File: src/rtl/decode_issue_buffer.sv
// Two-wide in-order FIFO between decode and dual issue.
// Compacted pushes, in-order pops; flush empties the buffer.
package decode_issue_pkg;

    typedef struct packed {
        logic [31:0] PC;
        logic [31:0] inst;
        logic        o_valid;
        logic        o_inst_lawful;
    } PC_set;

endpackage

module decode_issue_buffer
    import decode_issue_pkg::*;
#(
    parameter int DEPTH = 8
) (
    input  logic                       clk,
    input  logic                       rstn,
    input  logic                       flush,
    input  logic [1:0]                 in_valid,
    input  PC_set                      in_pc0,
    input  PC_set                      in_pc1,
    output logic                       in_ready,
    output logic [1:0]                 out_valid,
    output PC_set                      out_pc0,
    output PC_set                      out_pc1,
    input  logic [1:0]                 out_pop,
    output logic [$clog2(DEPTH):0]     count
);

    localparam int AW = $clog2(DEPTH);
    localparam int CW = AW + 1;
    localparam logic [AW-1:0] ONE = AW'(1);

    PC_set         mem_q [DEPTH];
    logic [AW-1:0] rd_ptr_q, rd_ptr_d;
    logic [AW-1:0] wr_ptr_q, wr_ptr_d;
    logic [CW-1:0] count_q,  count_d;

    logic [1:0]    push_n;
    logic [1:0]    pop_n;
    logic          wr_en0, wr_en1;
    PC_set         wr_data0;

    assign in_ready     = (count_q <= CW'(DEPTH - 2));
    assign out_valid[0] = (count_q >= CW'(1));
    assign out_valid[1] = (count_q >= CW'(2));
    assign out_pc0      = mem_q[rd_ptr_q];
    assign out_pc1      = mem_q[rd_ptr_q + ONE];
    assign count        = count_q;

    // A lone younger slot is compacted into the first free entry.
    always_comb begin
        push_n   = 2'd0;
        wr_en0   = 1'b0;
        wr_en1   = 1'b0;
        wr_data0 = in_pc0;
        if (in_ready && !flush) begin
            unique case (in_valid)
                2'b01: begin
                    push_n = 2'd1;
                    wr_en0 = 1'b1;
                end
                2'b10: begin
                    push_n   = 2'd1;
                    wr_en0   = 1'b1;
                    wr_data0 = in_pc1;
                end
                2'b11: begin
                    push_n = 2'd2;
                    wr_en0 = 1'b1;
                    wr_en1 = 1'b1;
                end
                default: push_n = 2'd0;
            endcase
        end
    end

    // Pop bits without a matching valid slot are masked; 2'b10 is ignored.
    always_comb begin
        pop_n = 2'd0;
        unique case (out_pop)
            2'b01: pop_n = out_valid[0] ? 2'd1 : 2'd0;
            2'b11: begin
                unique case (out_valid)
                    2'b11:   pop_n = 2'd2;
                    2'b01:   pop_n = 2'd1;
                    default: pop_n = 2'd0;
                endcase
            end
            default: pop_n = 2'd0;
        endcase
    end

    always_comb begin
        rd_ptr_d = rd_ptr_q + AW'(pop_n);
        wr_ptr_d = wr_ptr_q + AW'(push_n);
        count_d  = count_q + CW'(push_n) - CW'(pop_n);
        if (flush) begin
            rd_ptr_d = '0;
            wr_ptr_d = '0;
            count_d  = '0;
        end
    end

    always_ff @(posedge clk or negedge rstn) begin
        if (!rstn) begin
            rd_ptr_q <= '0;
            wr_ptr_q <= '0;
            count_q  <= '0;
        end else begin
            rd_ptr_q <= rd_ptr_d;
            wr_ptr_q <= wr_ptr_d;
            count_q  <= count_d;
        end
    end

    // Storage carries no reset; occupancy alone qualifies the outputs.
    always_ff @(posedge clk) begin
        if (wr_en0) begin
            mem_q[wr_ptr_q] <= wr_data0;
        end
        if (wr_en1) begin
            mem_q[wr_ptr_q + ONE] <= in_pc1;
        end
    end

endmodule

File: config.mk
export PLATFORM = sky130hd
export DESIGN_NAME = decode_issue_buffer
export DESIGN_NICKNAME = d
export VERILOG_FILES = /design/src/rtl/decode_issue_buffer.sv
export SDC_FILE = /design/constraint.sdc
export NUM_CORES = 1
export LEC_CHECK = 0
export BUFFER_PORTS_ARGS = -buffer_cell sky130_fd_sc_hd__buf_2
export CORE_ASPECT_RATIO = 1.5
export CORE_MARGIN = 5
export CORE_UTILIZATION = 55
export DETAILED_ROUTE_END_ITERATION = 10
export PLACE_DENSITY = 0.74
export SLEW_MARGIN = 15
export SYNTH_ARGS = -nofsm -noshare
export SYNTH_HDL_FRONTEND = slang
export SYNTH_SLANG_ARGS = --single-unit
File: constraint.sdc
create_clock -name clk -period 19.2 [get_ports clk]
set_input_delay 5.76 -clock clk [delete_from_list [all_inputs] [get_ports clk]]
set_output_delay 5.76 -clock clk [all_outputs]
set_load 0.02 [all_outputs]
== Word level (Yosys, flattened, before mapping) ==
Memories as Yosys holds them, arrays and structs flattened.
Cells that the tools add are included.
Cells by class
  $add $sub $neg: 6
  order comparisons: 3
  eq/ne operators: 7
  multiplexer cells: 18
  reductions and logical operators: 4
Operator list (number)
  $mux 66: 2
  $pmux 2 s2: 3
  $mux 1: 9
  $eq 2x2->1 const B: 4
  $add 3x1->3 const B: 2
  $add 3x2->3: 2
  $eq 2x1->1 const B: 3
  $mux 3: 2
  $add 4x2->4: 1
  $ge 4x1->1 const B: 1
  $ge 4x2->1 const B: 1
  $le 4x3->1 const B: 1
  $mux 4: 1
  $sub 4x2->4: 1
  $reduce_or 3->1: 1
  $mux 2: 1
  $reduce_or 2->1: 1
  $logic_and 1x1->1: 1
  $logic_not 1->1: 1
Word-level totals
  bits in registers: 10
  memory bits (writable): 528
  bits of input ports: 139
  output and inout bits: 139
  memories: 1
Memories
  mem_q: depth 8, width 66, rd ports 2, clocked after Yosys merged registers in 0, wr ports 2, RTL line 37  | PC_set mem_q [DEPTH];

== Depth between registers and ports, before layout ==
Gate-level depths: netlist of run 1.
  word-level depth: 7
  mapped depth: 13
  gate-level depth less buffers: 11

== Worst setup path after synthesis of run 1 ==
No wires, ideal clock.
  kind: in2reg
  from: in flush
  to: mem mem_q[2][0] in the netlist's numbering, enable pin
  setup time: 0.589 ns
  arrival: 11.337 ns
  slack: 7.274 ns
  stages: 5
  cells stage by stage: and4bb_1 buf_2 buf_6 nor2_1 a211oi_1
RTL lines
  from (decl): RTL line 21  | input logic flush,
  to (decl): RTL line 37

==> flow_summary.html, run 1 <==
<table>
<tr><th>Metric</th><th>Value</th></tr>
<tr><th colspan="2">Drt</th></tr>
<tr><td>Vias per cell</td><td>8.21</td></tr>
<tr><td>Wirelength per Cell</td><td>37.1 um</td></tr>
<tr><td>Routed metal-1 wire length</td><td>34500 um</td></tr>
<tr><td>Number of routed nets with antenna violations</td><td>0</td></tr>
<tr><td>Iteration count of the initial detailed-routing pass</td><td>6</td></tr>
<tr><td>Final wirelength</td><td>110000 um</td></tr>
<tr><td>Routed wire length on met2</td><td>53300 um</td></tr>
<tr><td>Starting DRT DRC Count</td><td>3782</td></tr>
<tr><td>Highest routed layer</td><td>met5</td></tr>
<tr><td>Total DRC errors in the routed layout</td><td>0</td></tr>
<tr><td>Routed vias</td><td>24399</td></tr>
<tr><td>Routed length on met3</td><td>15300 um</td></tr>
<tr><th colspan="2">Synthesis</th></tr>
<tr><td>Asr flop ratio synth</td><td>1.86%</td></tr>
<tr><td>Top flip-flop cell by instance count after synthesis</td><td>sky130_fd_sc_hd__edfxtp_1</td></tr>
<tr><td>Yosys warnings</td><td>0</td></tr>
<tr><td>Share of the synthesized area in compound gates (AO/OA/AOI/OAI)</td><td>16.6%</td></tr>
<tr><td>Combinational family with the most area after synthesis</td><td>multiplexers</td></tr>
<tr><td>Share of cell area taken by muxes after synthesis</td><td>23.5%</td></tr>
<tr><td>Register bit total from synthesis</td><td>538</td></tr>
<tr><td>Sequential element share of the synthesized area</td><td>50.7%</td></tr>
<tr><td>Post-synthesis simple-gate area fraction</td><td>3.33%</td></tr>
<tr><td>Share of synthesized cell area in full adder, half adder and majority cells</td><td>0.804%</td></tr>
<tr><td>Area of the mapped netlist</td><td>0.0318 mm2</td></tr>
<tr><td>Post-synth cell types</td><td>51</td></tr>
<tr><td>Average footprint of a synthesized cell</td><td>15.3 um2</td></tr>
<tr><td>Xor-xnor portion of the synthesized cell area</td><td>0.248%</td></tr>
<tr><td>Post-synth EDFFs</td><td>528</td></tr>
<tr><td>Post-Synthesis Net Count</td><td>2237</td></tr>
<tr><td>Gate count after technology mapping</td><td>2080</td></tr>
<tr><th colspan="2">Floorplanning</th></tr>
<tr><td>Width of the die</td><td>206 um</td></tr>
<tr><td>Area of the die</td><td>0.0627 mm2</td></tr>
<tr><td>I/O Pins</td><td>278</td></tr>
<tr><td>Floorplan Core Area</td><td>0.0576 mm2</td></tr>
<tr><td>Die height</td><td>304 um</td></tr>
<tr><td>Total number of placement rows</td><td>108</td></tr>
<tr><td>Effective utilization at floorplan</td><td>55.2%</td></tr>
<tr><th colspan="2">Worst setup path</th></tr>
<tr><td>Nature of the critical path endpoint</td><td>primary output</td></tr>
<tr><td>Worst Setup Start Kind</td><td>flop</td></tr>
<tr><td>Largest fanout on the critical path</td><td>55</td></tr>
<tr><td>WP data required</td><td>13440 ps</td></tr>
<tr><td>Data arrival, critical path</td><td>4470 ps</td></tr>
<tr><td>Worst setup path category</td><td>flop to primary output</td></tr>
<tr><th colspan="2">Clock network</th></tr>
<tr><td>Clock root cell</td><td>sky130_fd_sc_hd__clkbuf_16</td></tr>
<tr><td>Clock transition at the registers of the reported paths</td><td>60 ps</td></tr>
<tr><td>Number of H-tree levels</td><td>2</td></tr>
<tr><td>Number of setup buffers added after CTS</td><td>0</td></tr>
<tr><td>Insertion delay to the later sink of the worst-skew pair</td><td>600 ps</td></tr>
<tr><td>CTS max path bufs</td><td>3</td></tr>
<tr><td>CTS sink cnt</td><td>538</td></tr>
<tr><td>CTS tree</td><td>yes</td></tr>
<tr><td>Count of hold-fix buffers inserted at cts</td><td>0</td></tr>
<tr><td>Post-cts gate resize count</td><td>0</td></tr>
<tr><td>Num CTS Buffers</td><td>50</td></tr>
<tr><th colspan="2">Finish</th></tr>
<tr><td>Final layout net count</td><td>2321</td></tr>
<tr><td>Share of post-route cells with drive strength above 1</td><td>38.9%</td></tr>
<tr><td>Commonest cells after routing, fill and taps aside</td><td>sky130_fd_sc_hd__o221ai_1 (528), sky130_fd_sc_hd__edfxtp_1 (528), sky130_fd_sc_hd__buf_2 (277), sky130_fd_sc_hd__mux4_2 (264), sky130_fd_sc_hd__mux2_2 (133)</td></tr>
<tr><td>Area delta synth-&gt;final</td><td>9.90%</td></tr>
<tr><td>Final core utilization</td><td>60.6%</td></tr>
<tr><td>Number of non-filler instances in the completed layout</td><td>2972</td></tr>
<tr><th colspan="2">Power and ir drop</th></tr>
<tr><td>Worst voltage drop across the vdd grid</td><td>111 uV</td></tr>
<tr><td>Standby leakage power</td><td>10.6 nW</td></tr>
<tr><td>Power per Cell Area</td><td>139 mW/mm2</td></tr>
<tr><th colspan="2">Global route</th></tr>
<tr><td>First-pass GRT wire length</td><td>161000 um</td></tr>
<tr><td>Global-route congestion overflow total</td><td>0</td></tr>
<tr><td>Initial antenna violation count</td><td>11</td></tr>
<tr><td>Largest net degree at the start of global routing</td><td>146</td></tr>
<tr><td>Number of global-route vias before repair</td><td>24916</td></tr>
<tr><td>All-Layer GR Usage</td><td>34.3%</td></tr>
<tr><th colspan="2">Flow run</th></tr>
<tr><td>Max-cap violations</td><td>0</td></tr>
<tr><th colspan="2">Timing</th></tr>
<tr><td>Setup violations, final</td><td>0</td></tr>
<tr><td>Final Hold Fails</td><td>0</td></tr>
<tr><td>RSZ-0062 raised after global routing</td><td>false</td></tr>
<tr><td>Headroom to the max-slew limit</td><td>13.8%</td></tr>
<tr><td>Actual transition at the worst max-transition pin</td><td>1290 ps</td></tr>
<tr><td>FMAX</td><td>97.7 MHz</td></tr>
<tr><td>Final cycle utilization of the critical path</td><td>53.3%</td></tr>
<tr><td>Fin. max-slew vios</td><td>0</td></tr>
<tr><td>Setup TNS</td><td>0 ps</td></tr>
<tr><td>Worst-case hold slack</td><td>802 ps</td></tr>
<tr><td>Fin worst setup slack</td><td>8970 ps</td></tr>
<tr><td>Largest clock skew in the final design</td><td>26.5 ps</td></tr>
<tr><td>Shortest period the worst path allows</td><td>10230 ps</td></tr>
<tr><th colspan="2">Placed design</th></tr>
<tr><td>Total half-perimeter wirelength after legalization and detailed placement</td><td>62000 um</td></tr>
<tr><td>Final GP Congestion</td><td>0.840</td></tr>
<tr><td>Post-placement worst setup slack</td><td>9370 ps</td></tr>
<tr><td>Number of port buffers</td><td>277</td></tr>
<tr><td>Placed instance count</td><td>2879</td></tr>
<tr><th colspan="2">Outcome</th></tr>
<tr><td>Outcome</td><td>completed</td></tr>
<tr><th colspan="2">Min path</th></tr>
<tr><td>Worst hold-check path type</td><td>flop to flop</td></tr>
</table>
-- routing by layer --
layer,vias to the layer above,global-route usage [%]
li1,9470,-
met1,12070,42.9
met2,2322,55.6
met5,-,0
met4,6,19.6
met3,531,7.05
-- state kept, by name, indices dropped and copies added, names as in the netlist --
signal and count:
mem_q 528, wr_ptr_q 3, count 4, rd_ptr_q 3
-- Yosys cell counts (2+ instances only) --
library cell	n	share of area (%)
sky130_fd_sc_hd__o21ai_1	36	0.57
sky130_fd_sc_hd__mux4_2	264	19
sky130_fd_sc_hd__buf_4	8	0.19
sky130_fd_sc_hd__nor4bb_1	2	0.063
sky130_fd_sc_hd__mux2_2	133	4.7
sky130_fd_sc_hd__edfxtp_1	528	50
sky130_fd_sc_hd__or3_1	3	0.059
sky130_fd_sc_hd__o311a_1	3	0.095
sky130_fd_sc_hd__o21ai_2	30	0.83
sky130_fd_sc_hd__buf_6	24	0.85
sky130_fd_sc_hd__ha_1	14	0.55
sky130_fd_sc_hd__nand4_1	2	0.039
sky130_fd_sc_hd__buf_2	126	2.0
sky130_fd_sc_hd__nor3_1	2	0.032
sky130_fd_sc_hd__nand2_1	5	0.059
sky130_fd_sc_hd__and3b_1	3	0.083
sky130_fd_sc_hd__fa_1	4	0.25
sky130_fd_sc_hd__nand2b_1	66	1.3
sky130_fd_sc_hd__nor2_1	15	0.18
sky130_fd_sc_hd__o221ai_1	528	15
sky130_fd_sc_hd__xor2_1	3	0.083
sky130_fd_sc_hd__a21oi_1	13	0.20
sky130_fd_sc_hd__inv_1	15	0.18
sky130_fd_sc_hd__dfrtp_1	10	0.79
sky130_fd_sc_hd__o21ai_0	8	0.13
sky130_fd_sc_hd__nor3b_1	3	0.071
sky130_fd_sc_hd__nand3_1	67	1.1
sky130_fd_sc_hd__buf_1	74	0.87
sky130_fd_sc_hd__clkbuf_1	64	0.76
sky130_fd_sc_hd__nor2b_1	5	0.098
sky130_fd_sc_hd__nand3b_1	2	0.047
-- path summary, 6_finish.rpt --
kind / start / to / slack (ps) / cells after the start
hold / removal: wr_ptr_q[1]$_DFF_PN0_ / wr_ptr_q[1]$_DFF_PN0_ / 800 / 3
min in group asynchronous: rstn / wr_ptr_q[2]$_DFF_PN0_ / 5030 / 1
setup / recovery: rd_ptr_q[0]$_DFF_PN0_ / out_pc1[41] / 8970 / 5
max in group asynchronous: rstn / rd_ptr_q[0]$_DFF_PN0_ / 13910 / 1
hold reg to reg: wr_ptr_q[1]$_DFF_PN0_ / wr_ptr_q[1]$_DFF_PN0_ / 800 / 3
setup reg to reg: count[3]$_DFF_PN0_ / mem_q[6][34]$_DFFE_PP_ / 14790 / 6
-- worst max-delay path, cell delays in order, from the launching register on --
cell,delay [ps]
sky130_fd_sc_hd__dfrtp_4,1050
sky130_fd_sc_hd__ha_4,820
sky130_fd_sc_hd__buf_4,870
sky130_fd_sc_hd__mux4_2,600
sky130_fd_sc_hd__mux2_2,310
sky130_fd_sc_hd__buf_2,170
-- cell families (layout without fill, tap and decap cells) --
group                      Yosys count  count (layout)
other                                0               9
muxes                              398             398
buffers and inverters              311             424
AOI/OAI and AO/OA                  625             625
DFF                                538             538
and+or+nand+nor                    184             184
xor gates and xnor gates             6               6
adders and majority gates           18              18
-- area by class of cell --
| cell class | instances | area, um2 |
|---|---|---|
| clock inverters | 19 | 110 |
| flip-flops and latches | 538 | 16100 |
| repair buffers | 328 | 1830 |
| well taps | 770 | 963 |
| diodes | 9 | 22.5 |
| inverters | 15 | 56.3 |
| clock buffers | 62 | 1360 |
| multi-input cells | 1231 | 14400 |
| fillers | 4344 | 22700 |
-- metrics by stage --
stage	cell area, um2	power (mW)
6_report	34900	4.85
2_1_floorplan	31800	3.28
4_1_cts	34800	4.82
3_5_place_dp	33300	3.90
5_1_grt	34900	5.02
3_3_place_gp	33300	3.85
-- power by group --
group	internal, mW	leakage [nW]	total [mW]	switching [mW]
combinational	1.05	4.97	2.39	1.34
clock	0.509	0.713	0.939	0.430
sequential	1.44	4.88	1.52	0.0779
(Power assumes the default switching activity.)
==> run 2, diff against run 1 <==
PLACE_DENSITY = 0.77   (was 0.74)
clock period = 8.6 ns   (was 19.2 ns; I/O delays follow)
==> flow_summary.html, run 2 (same netlist as run 1, synthesis figures left out) <==
<table>
<tr><th>Metric</th><th>Value</th></tr>
<tr><th colspan="2">Outcome</th></tr>
<tr><td>Outcome</td><td>completed</td></tr>
<tr><th colspan="2">Drt</th></tr>
<tr><td>Wirelength per Cell</td><td>37.9 um</td></tr>
<tr><td>Routed vias</td><td>24479</td></tr>
<tr><td>Starting DRT DRC Count</td><td>2988</td></tr>
<tr><td>Total DRC errors in the routed layout</td><td>0</td></tr>
<tr><td>Number of routed nets with antenna violations</td><td>0</td></tr>
<tr><td>Iteration count of the initial detailed-routing pass</td><td>6</td></tr>
<tr><td>Vias per cell</td><td>8.19</td></tr>
<tr><td>Final wirelength</td><td>113000 um</td></tr>
<tr><th colspan="2">Timing</th></tr>
<tr><td>Headroom to the max-slew limit</td><td>20.8%</td></tr>
<tr><td>Fin. max-slew vios</td><td>0</td></tr>
<tr><td>Setup TNS</td><td>0 ps</td></tr>
<tr><td>Actual transition at the worst max-transition pin</td><td>1190 ps</td></tr>
<tr><td>FMAX</td><td>150 MHz</td></tr>
<tr><td>Shortest period the worst path allows</td><td>6670 ps</td></tr>
<tr><td>RSZ-0062 raised after global routing</td><td>false</td></tr>
<tr><td>Setup violations, final</td><td>0</td></tr>
<tr><td>Final cycle utilization of the critical path</td><td>77.5%</td></tr>
<tr><td>Largest clock skew in the final design</td><td>17.4 ps</td></tr>
<tr><td>Worst-case hold slack</td><td>803 ps</td></tr>
<tr><td>Final Hold Fails</td><td>0</td></tr>
<tr><th colspan="2">Clock network</th></tr>
<tr><td>Clock transition at the registers of the reported paths</td><td>60 ps</td></tr>
<tr><td>Number of H-tree levels</td><td>2</td></tr>
<tr><td>Count of hold-fix buffers inserted at cts</td><td>0</td></tr>
<tr><td>CTS max path bufs</td><td>3</td></tr>
<tr><td>CTS sink cnt</td><td>538</td></tr>
<tr><td>Number of setup buffers added after CTS</td><td>0</td></tr>
<tr><td>Num CTS Buffers</td><td>52</td></tr>
<tr><td>Post-cts gate resize count</td><td>0</td></tr>
<tr><td>CTS tree</td><td>yes</td></tr>
<tr><td>Clock root cell</td><td>sky130_fd_sc_hd__clkbuf_16</td></tr>
<tr><td>Insertion delay to the later sink of the worst-skew pair</td><td>610 ps</td></tr>
<tr><th colspan="2">Global route</th></tr>
<tr><td>Largest net degree at the start of global routing</td><td>158</td></tr>
<tr><td>All-Layer GR Usage</td><td>35.3%</td></tr>
<tr><td>First-pass GRT wire length</td><td>164000 um</td></tr>
<tr><td>Initial antenna violation count</td><td>10</td></tr>
<tr><td>Number of global-route vias before repair</td><td>25315</td></tr>
<tr><td>Global-route congestion overflow total</td><td>0</td></tr>
<tr><th colspan="2">Finish</th></tr>
<tr><td>Share of post-route cells with drive strength above 1</td><td>39.6%</td></tr>
<tr><td>Flip-flop count of the largest register, all copies and words added</td><td>528</td></tr>
<tr><td>Largest Register</td><td>mem_q</td></tr>
<tr><td>Commonest cells after routing, fill and taps aside</td><td>sky130_fd_sc_hd__o221ai_1 (528), sky130_fd_sc_hd__edfxtp_1 (528), sky130_fd_sc_hd__buf_2 (277), sky130_fd_sc_hd__mux4_2 (264), sky130_fd_sc_hd__mux2_2 (133)</td></tr>
<tr><td>Area delta synth-&gt;final</td><td>10.6%</td></tr>
<tr><td>Summed area of non-filler cells in the final layout</td><td>0.0351 mm2</td></tr>
<tr><td>Final layout net count</td><td>2331</td></tr>
<tr><th colspan="2">Min path</th></tr>
<tr><td>Min-Delay Startpoint</td><td>count[0]$_DFF_PN0_</td></tr>
<tr><td>Worst hold-check path type</td><td>flop to flop</td></tr>
<tr><th colspan="2">Floorplanning</th></tr>
<tr><td>Total number of placement rows</td><td>108</td></tr>
<tr><td>Die height</td><td>304 um</td></tr>
<tr><td>Width of the die</td><td>206 um</td></tr>
<tr><td>Area of the die</td><td>0.0627 mm2</td></tr>
<tr><td>Effective utilization at floorplan</td><td>55.2%</td></tr>
<tr><td>I/O Pins</td><td>278</td></tr>
<tr><td>Floorplan Core Area</td><td>0.0576 mm2</td></tr>
<tr><th colspan="2">Power and ir drop</th></tr>
<tr><td>Standby leakage power</td><td>10.7 nW</td></tr>
<tr><td>Worst voltage drop across the vdd grid</td><td>289 uV</td></tr>
<tr><td>Power per Cell Area</td><td>313 mW/mm2</td></tr>
<tr><th colspan="2">Worst setup path</th></tr>
<tr><td>Data arrival, critical path</td><td>4090 ps</td></tr>
<tr><td>Worst setup path start</td><td>rd_ptr_q[1]$_DFF_PN0_</td></tr>
<tr><td>Endpoint of the lowest-slack register-to-register path</td><td>mem_q[3][22]$_DFFE_PP_</td></tr>
<tr><td>R2r worst-path depth</td><td>6</td></tr>
<tr><td>Register-to-register path setup slack</td><td>4340 ps</td></tr>
<tr><td>Largest fanout on the critical path</td><td>56</td></tr>
<tr><td>WP data required</td><td>6020 ps</td></tr>
<tr><td>Nature of the critical path endpoint</td><td>primary output</td></tr>
<tr><td>Worst setup path category</td><td>flop to primary output</td></tr>
<tr><td>Worst Setup Start Kind</td><td>flop</td></tr>
<tr><td>Capturing instance or port of the critical path</td><td>out_pc1[27]</td></tr>
<tr><td>Worst r2r src</td><td>count[3]$_DFF_PN0_</td></tr>
<tr><th colspan="2">Placed design</th></tr>
<tr><td>Number of port buffers</td><td>277</td></tr>
<tr><td>Final GP Congestion</td><td>0.853</td></tr>
<tr><td>Standard cell area after detailed placement</td><td>0.0335 mm2</td></tr>
<tr><td>Total half-perimeter wirelength after legalization and detailed placement</td><td>63500 um</td></tr>
<tr><th colspan="2">Flow run</th></tr>
<tr><td>Max-cap violations</td><td>0</td></tr>
</table>
## run 2: cell types whose count changed in the layout (fill, tap and decap cells not counted), moves of 2 or more
cell / delta
sky130_fd_sc_hd__buf_16: -2
sky130_fd_sc_hd__buf_12: +2
sky130_fd_sc_hd__clkinv_1: -3
sky130_fd_sc_hd__clkinv_4: +2
sky130_fd_sc_hd__buf_4: +8
sky130_fd_sc_hd__inv_6: +3
sky130_fd_sc_hd__bufinv_16: +4
sky130_fd_sc_hd__clkinv_2: +6
sky130_fd_sc_hd__diode_2: -4
## run 2: per-stage QoR
stage	worst slack, ps	total power [mW]	instances	util [%]
6_report	1930	11.0	2989	61.0
5_1_grt	1700	11.4	2985	61.0
4_1_cts	1840	11.0	2984	61.0
3_5_place_dp	2490	8.71	2890	58.1
3_3_place_gp	2520	8.59	2889	58.1
2_1_floorplan	1400	7.33	2080	-
## run 2: area by class of cell
type	instances	area, um2
Multi-Input combinational cell	1231	14400
Timing Repair Buffer	336	1880
Clock inverter	31	293
Sequential cell	538	16100
Clock buffer	63	1360
Tap cell	770	963
Inverter	15	56.3
Antenna cell	5	12.5
Fill cell	4320	22400
## run 2: critical path: stages (launching register included)
cell	delay (ps)
sky130_fd_sc_hd__dfrtp_4	720
sky130_fd_sc_hd__ha_4	1100
sky130_fd_sc_hd__buf_12	510
sky130_fd_sc_hd__mux4_2	570
sky130_fd_sc_hd__mux2_2	340
sky130_fd_sc_hd__buf_2	180
## run 2: report_power, final
part	total (mW)	leakage, nW	switching [mW]	internal, mW
clock	2.30	0.811	1.02	1.28
combinational	5.31	5.00	2.96	2.34
sequential	3.39	4.88	0.179	3.21
total	11.0	10.7	4.16	6.83
## run 2: worst min-delay path by stage
stage                            end  depth (start not counted)
2_1_floorplan  rd_ptr_q[0]$_DFF_PN0_                          2
3_3_place_gp   wr_ptr_q[1]$_DFF_PN0_                          3
3_5_place_dp   wr_ptr_q[1]$_DFF_PN0_                          3
4_1_cts        wr_ptr_q[1]$_DFF_PN0_                          3
5_1_grt           count[0]$_DFF_PN0_                          2
6_report          count[0]$_DFF_PN0_                          2
## run 2: routing by layer
| layer | vias to the layer above | global-route usage (%) | share of wire [%] |
|---|---|---|---|
| li1 | 9500 | - | - |
| met1 | 12045 | 42.3 | 31 |
| met2 | 2311 | 57.7 | 48 |
| met3 | 615 | 8.43 | 14 |
| met4 | 8 | 21.2 | 7.3 |
| met5 | - | 0 | 0.042 |
